`config.mk`:
```
export PLATFORM = sky130hd
export DESIGN_NAME = lomo_frame_gen
export DESIGN_NICKNAME = d
export VERILOG_FILES = /design/src/rtl/lomo_frame_gen.sv
export SDC_FILE = /design/constraint.sdc
export NUM_CORES = 1
export LEC_CHECK = 0
export ABC_CLOCK_PERIOD_IN_PS = 2700
export CAP_MARGIN = 5
export CORE_MARGIN = 3
export CORE_UTILIZATION = 30
export DETAILED_ROUTE_END_ITERATION = 8
export PLACE_DENSITY = 0.48
export SLEW_MARGIN = 10
export SYNTH_ARGS = -nofsm -noshare
export SYNTH_HDL_FRONTEND = slang
export SYNTH_SLANG_ARGS = --single-unit
export TNS_END_PERCENT = 5
```
`constraint.sdc`:
```
create_clock -name clk -period 2.7 [get_ports clk]
set_input_delay 0.405 -clock clk [delete_from_list [all_inputs] [get_ports clk]]
set_output_delay 0.405 -clock clk [all_outputs]
set_load 0.02 [all_outputs]
```
`src/rtl/lomo_frame_gen.sv`:
```
// Multi-lane framed serial generator: sync word, patterned payload and inter-frame gap on a divided bit clock.
// Optional build macro LOMO_FRAME_CRC_EN appends a per-lane CRC-8 word after the payload.
module lomo_frame_gen #(
    parameter int          CLK_DIV         = 20,
    parameter int          WORD_BITS       = 8,
    parameter int          WORDS_PER_FRAME = 4,
    parameter int          LANES           = 2,
    parameter int          GAP_BITS        = 4,
    parameter logic [31:0] SYNC_WORD       = 32'hE4
) (
    input  logic                 clk,
    input  logic                 reset,
    input  logic                 enable,
    input  logic [1:0]           pattern_sel,
    input  logic [WORD_BITS-1:0] const_word,
    output logic                 MK,
    output logic                 CLK,
    output logic [LANES-1:0]     DAT,
    output logic                 frame_done,
    output logic                 busy
);

`ifdef LOMO_FRAME_CRC_EN
    localparam int NW = WORDS_PER_FRAME + 1;
`else
    localparam int NW = WORDS_PER_FRAME;
`endif
    localparam int PW = $clog2(2 * CLK_DIV);
    localparam int BW = $clog2(WORD_BITS);
    localparam int KW = $clog2(NW);
    localparam int GW = (GAP_BITS > 1) ? $clog2(GAP_BITS) : 1;

    localparam logic [PW-1:0]        PH_LAST   = PW'(2 * CLK_DIV - 1);
    localparam logic [PW-1:0]        PH_HIGH   = PW'(CLK_DIV);
    localparam logic [BW-1:0]        BIT_LAST  = BW'(WORD_BITS - 1);
    localparam logic [KW-1:0]        WORD_LAST = KW'(NW - 1);
    localparam logic [GW-1:0]        GAP_LAST  = GW'((GAP_BITS > 0) ? GAP_BITS - 1 : 0);
    localparam logic [WORD_BITS-1:0] SYNC_W    = SYNC_WORD[WORD_BITS-1:0];

    typedef enum logic [1:0] {IDLE, FRAME, GAP} state_t;

    state_t               state_q, state_d;
    logic [PW-1:0]        phase_q, phase_d;
    logic [BW-1:0]        bit_q, bit_d;
    logic [KW-1:0]        word_q, word_d;
    logic [GW-1:0]        gap_q, gap_d;
    logic [WORD_BITS-1:0] fcnt_q, fcnt_d;
    logic [1:0]           pat_q, pat_d;
    logic [WORD_BITS-1:0] const_q, const_d;
    logic                 bit_end;
    logic                 start_frame;
    logic [WORD_BITS-1:0] alt_w;

    assign bit_end = (phase_q == PH_LAST);

    always_comb begin
        state_d     = state_q;
        bit_d       = bit_q;
        word_d      = word_q;
        gap_d       = gap_q;
        fcnt_d      = fcnt_q;
        pat_d       = pat_q;
        const_d     = const_q;
        start_frame = 1'b0;
        phase_d     = (state_q == IDLE || bit_end) ? '0 : phase_q + 1'b1;

        unique case (state_q)
            IDLE: begin
                if (enable) start_frame = 1'b1;
            end
            FRAME: begin
                if (bit_end) begin
                    if (bit_q != BIT_LAST) begin
                        bit_d = bit_q + 1'b1;
                    end else begin
                        bit_d = '0;
                        if (word_q != WORD_LAST) begin
                            word_d = word_q + 1'b1;
                        end else begin
                            fcnt_d = fcnt_q + 1'b1;
                            if (GAP_BITS > 0) begin
                                state_d = GAP;
                                gap_d   = '0;
                            end else if (enable) begin
                                start_frame = 1'b1;
                            end else begin
                                state_d = IDLE;
                            end
                        end
                    end
                end
            end
            GAP: begin
                if (bit_end) begin
                    if (gap_q != GAP_LAST)  gap_d = gap_q + 1'b1;
                    else if (enable)        start_frame = 1'b1;
                    else                    state_d = IDLE;
                end
            end
            default: state_d = IDLE;
        endcase

        // Pattern inputs are captured only here so a frame is always self-consistent.
        if (start_frame) begin
            state_d = FRAME;
            bit_d   = '0;
            word_d  = '0;
            pat_d   = pattern_sel;
            const_d = const_word;
        end
    end

    always_ff @(posedge clk) begin
        if (reset) begin
            state_q <= IDLE;
            phase_q <= '0;
            bit_q   <= '0;
            word_q  <= '0;
            gap_q   <= '0;
            fcnt_q  <= '0;
            pat_q   <= '0;
            const_q <= '0;
        end else begin
            state_q <= state_d;
            phase_q <= phase_d;
            bit_q   <= bit_d;
            word_q  <= word_d;
            gap_q   <= gap_d;
            fcnt_q  <= fcnt_d;
            pat_q   <= pat_d;
            const_q <= const_d;
        end
    end

    assign busy       = (state_q != IDLE);
    assign CLK        = busy && (phase_q >= PH_HIGH);
    assign MK         = (state_q == FRAME) && (word_q == '0);
    assign frame_done = (state_q == FRAME) && bit_end && (bit_q == BIT_LAST) && (word_q == WORD_LAST);

    genvar gi;
    // Alternating word, MSB is always 1.
    for (gi = 0; gi < WORD_BITS; gi++) begin : g_alt
        assign alt_w[gi] = (((WORD_BITS - 1 - gi) % 2) == 0);
    end

    for (gi = 0; gi < LANES; gi++) begin : g_lane
        logic [WORD_BITS-1:0] pay_w;
        logic [WORD_BITS-1:0] word_w;
        logic                 bit_w;

        always_comb begin
            unique case (pat_q)
                2'd0:    pay_w = const_q;
                2'd1:    pay_w = WORD_BITS'(word_q);
                2'd2:    pay_w = fcnt_q + WORD_BITS'(gi);
                default: pay_w = alt_w;
            endcase
        end

`ifdef LOMO_FRAME_CRC_EN
        logic [7:0] crc_q;

        // CRC-8 poly 0x07 over payload bits only, shifted in as they leave the lane.
        always_ff @(posedge clk) begin
            if (reset || start_frame) begin
                crc_q <= '0;
            end else if (state_q == FRAME && bit_end && word_q != '0 && word_q != WORD_LAST) begin
                crc_q <= {crc_q[6:0], 1'b0} ^ ((crc_q[7] ^ bit_w) ? 8'h07 : 8'h00);
            end
        end

        always_comb begin
            if (word_q == '0)             word_w = SYNC_W;
            else if (word_q == WORD_LAST) word_w = WORD_BITS'(crc_q);
            else                          word_w = pay_w;
        end
`else
        always_comb begin
            if (word_q == '0) word_w = SYNC_W;
            else              word_w = pay_w;
        end
`endif

        assign bit_w   = word_w[BIT_LAST - bit_q];
        assign DAT[gi] = (state_q == FRAME) && bit_w;
    end

endmodule

```
==> results of run 1 <==
-- flip-flops by register name (all words and copies together), names as in the netlist --
name and cells:
bit_q 3, word_q 2, pat_q 2, phase_q 6
fcnt_q 8, const_q 8, gap_q 2, state_q 2
-- critical path: stages, from the launching register on --
cell,delay [ns]
dfxtp_1,0.38
ha_1,0.19
nand3_1,0.10
buf_4,0.17
xnor2_1,0.12
o311ai_0,0.27
o21ai_0,0.13
a32o_1,0.28
dlygate4sd2_1,0.32
-- per-stage QoR --
| step | util (%) | area (µm²) | hold WS, ns | setup slack (ns) | total power [mW] |
|---|---|---|---|---|---|
| after detailed placement | 36.1 | 2330 | 0.454 | 0.0243 | 0.657 |
| after floorplan | - | 2030 | 0.426 | 0.552 | 0.606 |
| after CTS | 38.0 | 2460 | 0.474 | 0.0235 | 1.16 |
| after global routing | 38.3 | 2480 | 0.487 | -0.108 | 1.19 |
| final | 38.3 | 2480 | 0.462 | 0.0508 | 1.15 |
| after global placement | 36.1 | 2330 | 0.440 | 0.0870 | 0.657 |
-- where the power goes --
part	total [mW]	internal, mW	switching, mW
Sequential	0.513	0.499	0.0138
Combinational	0.131	0.0631	0.0676
Clock	0.503	0.300	0.203
Total	1.15	0.862	0.285
-- repair_timing --
action	CTS	global route
resized for setup	5	3
setup endpoints to repair	3	3
hold buffers	0	0
gates cloned	0	0
-- cell usage in the layout (no fill, tap or decap), drive strengths merged, types with 2 or more instances in the layout --
cell	instances
o21ai	8
a211o	2
a211oi	2
nand3b	2
nand3	11
nor4	2
nand2	13
inv	15
clkbuf	6
mux2i	18
o22ai	2
xnor2	13
nand4	2
nor2	36
a31oi	2
buf	13
a2111oi	3
ha	8
nor3	9
o211ai	4
o311ai	2
or3b	3
nand2b	6
a21oi	14
dlygate4sd2	2
or3	5
o21a	2
dfxtp	33
and2	3
clkdlybuf4s50	15
-- per-layer routing --
| metal | GRT usage (%) | vias to the layer above | wire [µm] |
|---|---|---|---|
| li1 | - | 928 | - |
| met1 | 18.9 | 867 | 2400 |
| met3 | 3.26 | 8 | 162 |
| met2 | 22.0 | 29 | 2380 |
| met5 | 0 | - | 0 |
| met4 | 5.63 | 0 | 80 |
-- cell type report --
| class | instances | area (µm²) |
|---|---|---|
| repair buffers | 31 | 278 |
| clock inverters | 2 | 37.5 |
| flip-flops and latches | 33 | 663 |
| inverters | 15 | 56.3 |
| fillers | 696 | 3980 |
| clock buffers | 6 | 82.6 |
| multi-input cells | 188 | 1260 |
| well taps | 77 | 96.3 |
-- logic make-up (layout without fill, tap and decap cells) --
group                      count (synthesis)  in the layout  share of synthesized area, %
buffers and inverters                     29             54                          6.11
and+or+nand+nor                           98             98                          25.0
xor gates and xnor gates                  14             14                          6.05
DFF                                       33             33                          32.6
AOI/OAI and AO/OA                         50             50                          16.5
adders and majority gates                  8              8                          4.94
muxes                                     18             18                          8.88
-- worst max path at each step --
stage,end,cells after the start
floorplan,DAT[1],6
global placement,DAT[1],8
detailed placement,DAT[0],7
CTS,frame_done,5
global route,DAT[1],6
finish,DAT[1],8
==> flow_summary.json, run 1 <==
{
  "synth_cells": 250,
  "fin_crit_ns": 2.65,
  "hpwl_mm": 3.72,
  "timing.rr.end": "state_q[1]",
  "drive_gt1_share_pct": 11.3,
  "htreeDepth": 2,
  "skew_ns": 0.00203,
  "max_clock_freq_mhz": 377,
  "drtIter0Drc": 124,
  "row_count": 29,
  "critical_path.max_fanout": 4,
  "power_density_nw_per_um2": 463,
  "route.detailed.vias_per_inst": 5.20,
  "num_antenna_cells": 0,
  "avgSynthCellArea_um2": 8.11,
  "design.core.area_um2": 6460,
  "ios": 19,
  "post_drt_wl_per_cell_um": 14.3,
  "antenna_left": 0,
  "crit_type": "register to output pin",
  "clk_latency_ns": 0.29,
  "setup_viol": 0,
  "synth_warnings": 0,
  "hp-class": "register to register",
  "wl_mm": 5.03,
  "maxCapViolations": 0,
  "postCtsSetupRepairBufs": 0,
  "ctsLongestPathBuffers": 2,
  "syn-num-nets": 271,
  "port_buffers": 18,
  "dieArea_um2": 7780,
  "root_buffer": "clkbuf_8",
  "synth-seq-cells": 33,
  "async_flop_share_pct": 0,
  "grt_pass1_wl_mm": 8.55,
  "fin_crit_sh_pct": 98.1,
  "cts_buffers": 5,
  "synth_enable_flop_cells": 0,
  "cts.reportedPaths.clkPinSlew_ns": 0.07,
  "antenna_found_initial": 0,
  "num_vias": 1832,
  "startpoint_type": "register",
  "cts.sinks": 33,
  "slew_headroom_pct": 54.9,
  "synth_commonest_cells": "36 x nor2_1, 33 x dfxtp_1, 18 x mux2i_1",
  "synth_cell_types": 49,
  "synth_area_leaders": "dfxtp_1 33%, mux2i_1 8.9%, nor2_1 6.7%",
  "grt_pass1_vias": 1820,
  "timing.critical_path.from": "fcnt_q[1]",
  "hold_path_end": "phase_q[0]",
  "netlist_area_um2": 2030,
  "syn2layout_area_growth_pct": 22.1,
  "synth_ff_type": "dfxtp_1",
  "netlist.area_leader.share_pct": 32.6,
  "grt_max_degree": 18,
  "fin_cells": 352,
  "drc": 0,
  "grt_use_total_pct": 14.1,
  "yosysMostFrequentCell": "nor2_1",
  "setup_tns_ns": 0,
  "crit_required_ns": 2.30,
  "hold_depth": 1,
  "grt.overflow.total": 0,
  "r2r_start": "phase_q[0]",
  "status": "completed",
  "die_w_um": 88.2,
  "dr.pass1.iters": 4,
  "gp_congestion": 0.835,
  "yosys.area.top_type": "dfxtp_1",
  "fp.dieH_um": 88.2,
  "ir_drop_mv": 0.194,
  "hold_violations": 0,
  "start_util_pct": 31.4,
  "seq_area_frac_synth_pct": 32.6,
  "slew_violations": 0,
  "nets": 295,
  "p_leak_nw": 0.932,
  "arrival_ns": 2.24,
  "r2r_setup_slack_ns": 0.60,
  "dp.cells": 344,
  "cts_tree": "yes",
  "hp-start": "phase_q[0]",
  "tightest_slew_ns": 0.676,
  "rsz0062_at_grt": "true",
  "cp-end-kind": "output pin",
  "ff2ff_path_depth": 6
}
(Power assumes the default switching activity.)
==> run 2, diff against run 1 <==
--- a/config.mk
+++ b/config.mk
@@ -6,7 +6,7 @@
 export NUM_CORES = 1
 export LEC_CHECK = 0
 export ABC_CLOCK_PERIOD_IN_PS = 2700
-export CAP_MARGIN = 5
+export CAP_MARGIN = 20
 export CORE_MARGIN = 3
 export CORE_UTILIZATION = 30
 export DETAILED_ROUTE_END_ITERATION = 8
==> results of run 2 <==
Final layout, timing and power as in run 1 (identical DEF).
==> run 3, diff against run 2 <==
--- a/config.mk
+++ b/config.mk
@@ -10,6 +10,7 @@
 export CORE_MARGIN = 3
 export CORE_UTILIZATION = 30
 export DETAILED_ROUTE_END_ITERATION = 8
+export HOLD_SLACK_MARGIN = 0.08
 export PLACE_DENSITY = 0.48
 export SLEW_MARGIN = 10
 export SYNTH_ARGS = -nofsm -noshare
==> results of run 3 <==
Final layout, timing and power as in run 1 (identical DEF).
